File: src/rtl/fifo_pkg.sv
// Shared FIFO definitions: default geometry and the pointer-wrap helper used by
// both the read and write pointer counters.
package fifo_pkg;

  localparam int MEM_SIZE_DEF  = 4;
  localparam int WORD_SIZE_DEF = 6;
  localparam int PTR_DEF       = 3;

  // Explicit wrap at mem_size-1 so non-power-of-two depths work.
  function automatic logic [31:0] next_ptr(input logic [31:0] ptr,
                                           input logic [31:0] mem_size = 32'(MEM_SIZE_DEF));
    logic [31:0] nxt;
    if (ptr == (mem_size - 32'd1)) begin
      nxt = 32'd0;
    end else begin
      nxt = ptr + 32'd1;
    end
    return nxt;
  endfunction

endpackage

File: src/rtl/fifo_ptr_ctr.sv
// FIFO pointer counter: advances on en, wraps at MEM_SIZE-1, synchronous
// active-low clear. Shared by the read and write sides.
module fifo_ptr_ctr
  import fifo_pkg::*;
#(
  parameter int MEM_SIZE = MEM_SIZE_DEF,
  parameter int PTR      = PTR_DEF
) (
  input  logic           clk,
  input  logic           reset,
  input  logic           en,
  output logic [PTR-1:0] ptr
);

  logic [PTR-1:0] ptr_d;
  logic [PTR-1:0] ptr_q;

  always_comb begin
    ptr_d = ptr_q;
    if (en) begin
      ptr_d = PTR'(next_ptr(32'(ptr_q), 32'(MEM_SIZE)));
    end else begin
      ptr_d = ptr_q;
    end
  end

  always_ff @(posedge clk) begin
    if (!reset) begin
      ptr_q <= {PTR{1'b0}};
    end else begin
      ptr_q <= ptr_d;
    end
  end

  assign ptr = ptr_q;

endmodule

File: src/rtl/read_logic.sv
// Read-side control for the synchronous FIFO: pop decision, read pointer and
// registered output word. Define READ_UNDERFLOW_EN to add the sticky underflow flag.
module read_logic
  import fifo_pkg::*;
#(
  parameter int MEM_SIZE  = MEM_SIZE_DEF,
  parameter int WORD_SIZE = WORD_SIZE_DEF,
  parameter int PTR       = PTR_DEF
) (
  input  logic                 clk,
  input  logic                 reset,
  input  logic                 fifo_rd,
  input  logic                 fifo_wr,
  input  logic                 fifo_empty,
  input  logic [WORD_SIZE-1:0] mem_rdata,
  output logic [PTR-1:0]       rd_ptr,
  output logic                 pop,
  output logic [WORD_SIZE-1:0] data_out,
  output logic                 data_valid
`ifdef READ_UNDERFLOW_EN
  ,
  output logic                 underflow
`endif
);

  logic                 pop_s;
  logic [WORD_SIZE-1:0] data_out_d;
  logic [WORD_SIZE-1:0] data_out_q;
  logic                 data_valid_d;
  logic                 data_valid_q;

  // A write into an empty FIFO is not yet readable, so fifo_wr never gates the pop.
  logic unused_fifo_wr;
  assign unused_fifo_wr = fifo_wr;

  assign pop_s = reset & fifo_rd & ~fifo_empty;
  assign pop   = pop_s;

  fifo_ptr_ctr #(
    .MEM_SIZE (MEM_SIZE),
    .PTR      (PTR)
  ) u_rd_ptr (
    .clk   (clk),
    .reset (reset),
    .en    (pop_s),
    .ptr   (rd_ptr)
  );

  always_comb begin
    data_out_d   = data_out_q;
    data_valid_d = 1'b0;
    if (pop_s) begin
      data_out_d   = mem_rdata;
      data_valid_d = 1'b1;
    end else begin
      data_out_d   = data_out_q;
      data_valid_d = 1'b0;
    end
  end

  always_ff @(posedge clk) begin
    if (!reset) begin
      data_out_q   <= {WORD_SIZE{1'b0}};
      data_valid_q <= 1'b0;
    end else begin
      data_out_q   <= data_out_d;
      data_valid_q <= data_valid_d;
    end
  end

  assign data_out   = data_out_q;
  assign data_valid = data_valid_q;

`ifdef READ_UNDERFLOW_EN
  logic underflow_d;
  logic underflow_q;

  // Sticky until reset; set by any read attempted while empty.
  always_comb begin
    underflow_d = underflow_q;
    if (fifo_rd & fifo_empty) begin
      underflow_d = 1'b1;
    end else begin
      underflow_d = underflow_q;
    end
  end

  always_ff @(posedge clk) begin
    if (!reset) begin
      underflow_q <= 1'b0;
    end else begin
      underflow_q <= underflow_d;
    end
  end

  assign underflow = underflow_q;
`endif

endmodule

File: config.mk
export PLATFORM = sky130hd
export DESIGN_NAME = read_logic
export DESIGN_NICKNAME = d
export VERILOG_FILES = /design/src/rtl/fifo_pkg.sv /design/src/rtl/fifo_ptr_ctr.sv /design/src/rtl/read_logic.sv
export SDC_FILE = /design/constraint.sdc
export NUM_CORES = 1
export LEC_CHECK = 0
export CORE_AREA = 5 5 42 44
export CTS_CLUSTER_SIZE = 20
export DETAILED_ROUTE_END_ITERATION = 10
export DIE_AREA = 0 0 47 49
export PLACE_DENSITY_LB_ADDON = 0.1
export SETUP_SLACK_MARGIN = 0.15
export SYNTH_ARGS = -nofsm -noshare
export SYNTH_HDL_FRONTEND = slang
export SYNTH_SLANG_ARGS = --single-unit
File: constraint.sdc
create_clock -name clk -period 1.37 [get_ports clk]
set_clock_uncertainty 0.2 [all_clocks]
set_input_delay 0.2055 -clock clk [delete_from_list [all_inputs] [get_ports clk]]
set_output_delay 0.2055 -clock clk [all_outputs]
set_load 0.05 [all_outputs]
# Word level (Yosys, flattened, before mapping)
# Cells that the tools add are included.
# totals
word_cells	10
out_inout_bits	11
input_bits	11
reg_bits	10
# classes
bitwise_logic	3
addsub	1
muxes	2
eq_ne	1
# op_table
op	count
adder 3 x 1 -> 3 bit (second input constant)	1
== test 3 x 2 -> 1 bit (second input constant)	1
2-to-1 mux 3 bit	1
AND 1 bit	2
2-to-1 mux 1 bit	1
inverter 1 bit	1

# Logic depth before layout (Yosys ltp)
# depth
ltp_word	3
depth_mapped	4
depth_no_buf	4

# By module
# Synthesis repeated with hierarchy kept, for this count alone.
# hier_totals
hier_cells	42
area_unflattened_um2	416.6
# by_module_without_submodules
mod	cells_each	seq_area_each_um2	instances	area_per_inst_um2
read_logic	30	140.1	1	291.5
fifo_ptr_ctr	12	60.1	1	125.1

# Worst setup path before layout
# No wires, ideal clock.
# synth_path
path_type	reg-to-reg
startpoint	reg u_rd_ptr.ptr_q[0], in the netlist u_rd_ptr.ptr[0]
endpoint	reg u_rd_ptr.ptr_q[0], in the netlist u_rd_ptr.ptr[0]
path_stages_with_launch	5
setup_slack_ns	-0.026
arrival_time_ns	1.081
setup_time_ns	0.114
t_required_ns	1.056
synth_period_minus_slack_ns	1.396
path_cell_list	dfxtp_1 > ha_1 > nand2b_1 > nand4b_1 > nand2_1
# synth_between
elab_chain_cells	2
word_cells_on_any_way	3
# synth_rtl
item	line_no	source
start, declared	fifo_ptr_ctr.sv:16	logic [PTR-1:0] ptr_q;
start signal, assigned	fifo_ptr_ctr.sv:29	ptr_q <= {PTR{1'b0}};
start signal, assigned	fifo_ptr_ctr.sv:31	ptr_q <= ptr_d;
adder 3 x 1 -> 3 bit or == test 3 x 2 -> 1 bit (tied branches)	fifo_pkg.sv:16, fifo_pkg.sv:13	
2-to-1 mux 3 bit (*)	fifo_pkg.sv:13	if (ptr == (mem_size - 32'd1)) begin
# Mark *: on every way between the ends. The rest lies on a longest branch, timed or not.
# A chain may end at the register's enable or synchronous reset.

# Final worst setup path
# layout_path
startpoint	in fifo_rd
endpoint	out pop
# layout_between
elab_chain_cells	2
# layout_rtl
item	line_no	source
start, declared	read_logic.sv:12	input logic fifo_rd,
AND 1 bit (2 in a row)	read_logic.sv:36	assign pop_s = reset & fifo_rd & ~fifo_empty;
end, declared	read_logic.sv:17	output logic pop,
# No other way between the ends.

==> impl_table.tex <==
\begin{tabular}{lr}
\hline
Metric & Value \\
\hline
\multicolumn{2}{l}{\textbf{Hold path}} \\
\quad Worst hold path type & flip-flop to flip-flop \\
\multicolumn{2}{l}{\textbf{Synthesis}} \\
\quad Number of synthesized register bits & 10 \\
\quad Synthesized net count & 57 \\
\quad Cell area after technology mapping & 398 sq um \\
\quad Mean Syn Cell Area & 8.84 sq um \\
\quad Number of distinct standard cells referenced by the synthesized netlist & 13 \\
\quad Count of mapped cells out of synthesis & 45 \\
\quad Synth warn & 0 \\
\quad Share of synthesized area occupied by flip-flops and latches & 0.503 \\
\multicolumn{2}{l}{\textbf{Power and ir drop}} \\
\quad Power density over the cells & 949 mW/mm\^{}2 \\
\quad P\_leak & 0.000328 uW \\
\quad Pwr Total & 743 uW \\
\quad IR drop worst, VDD & 526 uV \\
\multicolumn{2}{l}{\textbf{Die}} \\
\quad Placement row count & 14 \\
\quad Effective utilization at floorplan & 0.284 \\
\quad Die W & 47 um \\
\quad Total die area & 0.00230 sq mm \\
\quad Area of the core & 0.00140 sq mm \\
\quad \# IOs & 22 \\
\quad Height of the die & 49 um \\
\multicolumn{2}{l}{\textbf{Detailed routing}} \\
\quad \# DRC & 0 \\
\quad TritonRoute pass-1 iters & 2 \\
\quad Initial DRC Count & 1 \\
\quad Detail-routed via count per cell & 4.32 \\
\quad Routed WL & 861 um \\
\quad WL per Instance & 10.1 um \\
\quad Count of vias placed by the detailed router & 367 \\
\quad Antenna violation net count after detailed routing & 0 \\
\multicolumn{2}{l}{\textbf{Global route}} \\
\quad Grt ovf & 0 \\
\quad Global routing met1 resource utilization & 0.102 \\
\quad Met2 track demand over resource in global routing & 0.133 \\
\quad Global route hottest layer & met2 \\
\quad Total Routing Usage GR & 0.0855 \\
\quad Global-route met3 utilization & 0.0480 \\
\quad Initial antenna violation count & 0 \\
\quad Vias in the first global route & 353 \\
\quad Wire length of the first global-routing pass & 1.46 mm \\
\quad Pin count of the biggest net entering global routing & 13 \\
\multicolumn{2}{l}{\textbf{Setup path}} \\
\quad Delay of the slowest cell on the worst path & 180 ps \\
\quad Number of buffers and inverters on the critical path & 2 \\
\quad Critical path startpoint category & primary input \\
\quad Classification of the worst setup path & primary input to output port \\
\quad Critical path data arrival time & 800 ps \\
\quad Worst Path Max Fanout & 2 \\
\quad Slowest cell on crit path & clkdlybuf4s15\_1 \\
\quad Kind of cell adding the most delay to the critical path & buffers and inverters \\
\quad Ordered cell list for the critical path & clkdlybuf4s15\_1 > nor2b\_4 > and2\_4 > buf\_12 \\
\quad Capturing element type of the critical path & output port \\
\quad Worst Path Required & 960 ps \\
\multicolumn{2}{l}{\textbf{CTS}} \\
\quad Clock net sink count & 10 \\
\quad Number of levels in the clock H-tree & 1 \\
\quad Cell at the root of the clock tree & clkbuf\_4 \\
\quad CTS buffer count & 3 \\
\quad Number of buffers inserted for hold repair after clock tree synthesis & 0 \\
\quad Latest clock arrival within the worst-skew pair & 260 ps \\
\quad CTS tree & built \\
\quad Maximum buffer depth of the clock tree & 2 \\
\quad Clock Pin Slew Worst Setup and Hold Paths & 60 ps \\
\multicolumn{2}{l}{\textbf{Final layout}} \\
\quad Layout filler cell count & 142 \\
\quad Multi-input combinational cell area & 185 sq um \\
\quad Synthesis-to-layout area growth & 96.9\% \\
\quad Antenna diode count & 0 \\
\quad Storage cell area & 215 sq um \\
\quad Fraction of final layout cells sized beyond drive strength 1 & 0.449 \\
\quad Number of nets in the layout & 82 \\
\quad Utilization after layout & 0.559 \\
\multicolumn{2}{l}{\textbf{Run status}} \\
\quad Outcome & finished, final reports clean \\
\multicolumn{2}{l}{\textbf{STA}} \\
\quad Max-slew violation total from the final report & 0 \\
\quad RSZ-0062 raised after global routing & true \\
\quad Period minus WS final & 1210 ps \\
\quad Total count of hold-check failures in the final report & 0 \\
\quad Headroom to the max-slew limit & 0.795 \\
\quad Final setup violation count & 0 \\
\quad Pin slew with the least headroom to its limit & 307 ps \\
\quad Highest Clock Rate & 828 MHz \\
\quad Crit share post-route & 0.881 \\
\quad Total negative setup slack & 0 ps \\
\multicolumn{2}{l}{\textbf{Placed design}} \\
\quad HPWL after detailed placement & 654 um \\
\quad \# port buffers & 20 \\
\quad Final weighted congestion of routability-driven global placement & 0.613 \\
\multicolumn{2}{l}{\textbf{Flow run}} \\
\quad Number of violations of the max-capacitance limit & 0 \\
\hline
\end{tabular}
==> where the power goes <==
| group | total, uW | internal (uW) | switching [uW] |
|---|---|---|---|
| clock network | 257 | 161 | 95.5 |
| registers | 319 | 305 | 13.8 |
| logic | 168 | 89.8 | 78.1 |
==> cell families after synthesis <==
group | share of synthesized area
AND/OR/NAND/NOR | 0.289
flip-flops | 0.503
AO/OA/AOI/OAI | 0.126
buffers and inverters | 0.0503
adder cells (fa/ha/maj) | 0.0314
==> cells in the mapped netlist <==
cell       n  area [sq um]
buf_4      2          15.0
a21oi_1    1          5.00
nand2b_1   2          12.5
dfxtp_1   10           200
nand4_1    1          6.26
buf_2      1          5.00
and2_1     2          12.5
nand2_1   15          56.3
nand3_1    2          10.0
nor2b_2    1          8.76
nand4b_1   1          8.76
a21boi_1   6          45.0
ha_1       1          12.5
==> flip-flops by register name, summed over array words and instances (netlist names) <==
signal	cells
data_out	6
data_valid	1
u_rd_ptr.ptr	3
==> placed cells by master, fill, tap and decap left out <==
| master | count |
|---|---|
| nand2_1 | 15 |
| buf_12 | 11 |
| dfxtp_2 | 9 |
| a21boi_1 | 6 |
| clkdlybuf4s50_1 | 6 |
| clkbuf_4 | 3 |
| buf_4 | 3 |
| nand2b_1 | 2 |
| nand3_1 | 2 |
| nor2b_4 | 1 |
| and2_4 | 1 |
| nand4_1 | 1 |
| nand4b_1 | 1 |
| and2_1 | 1 |
| a21oi_1 | 1 |
| ha_1 | 1 |
| clkbuf_8 | 1 |
| clkbuf_2 | 1 |
| clkdlybuf4s15_1 | 1 |
| dlygate4sd2_1 | 1 |
| dfxtp_4 | 1 |
==> cell type report <==
cell class,count,area share
multi-input cells,32,0.236
well taps,16,0.0256
clock buffers,4,0.0463
repair buffers,23,0.417
flip-flops and latches,10,0.275
==> repair_timing <==
item                       4_1_cts  5_1_grt
setup endpoints to repair        1       10
buffers inserted                 1        0
gates resized for setup          7       10
pin swaps                        1        0
==> worst paths after layout <==
kind | cells past startpoint | end | from | slack, ps
max | 4 | pop | fifo_rd | 160
min | 2 | u_rd_ptr.ptr[2] | u_rd_ptr.ptr[2] | 260
max reg2reg | 3 | u_rd_ptr.ptr[1] | u_rd_ptr.ptr[0] | 290
min reg2reg | 2 | u_rd_ptr.ptr[2] | u_rd_ptr.ptr[2] | 260
==> per-stage QoR <==
step / area [sq um] / setup WS, ps / std cells / hold WS [ps]
after floorplan: 402 / 159 / 45 / 140
after global placement: 727 / -150 / 80 / 275
after detailed placement: 727 / -160 / 80 / 279
after CTS: 776 / 153 / 85 / 284
after global routing: 783 / 119 / 85 / 288
final: 783 / 162 / 85 / 261
==> worst min-delay path, delay by kind of cell, from the launching register on <==
| kind | cells | cell delay [ps] |
|---|---|---|
| flip-flops | 1 | 340 |
| AND/OR/NAND/NOR | 1 | 50 |
| AO/OA/AOI/OAI | 1 | 30 |
==> metal layers <==
layer | share of wire | wire length, um | up-vias
met1 | 0.42 | 363 | 157
met5 | 0 | 0 | -
met4 | 0 | 0 | 0
met2 | 0.49 | 422 | 15
li1 | - | - | 195
met3 | 0.087 | 75 | 0
No activity file was read; power rests on OpenSTA's default activity.
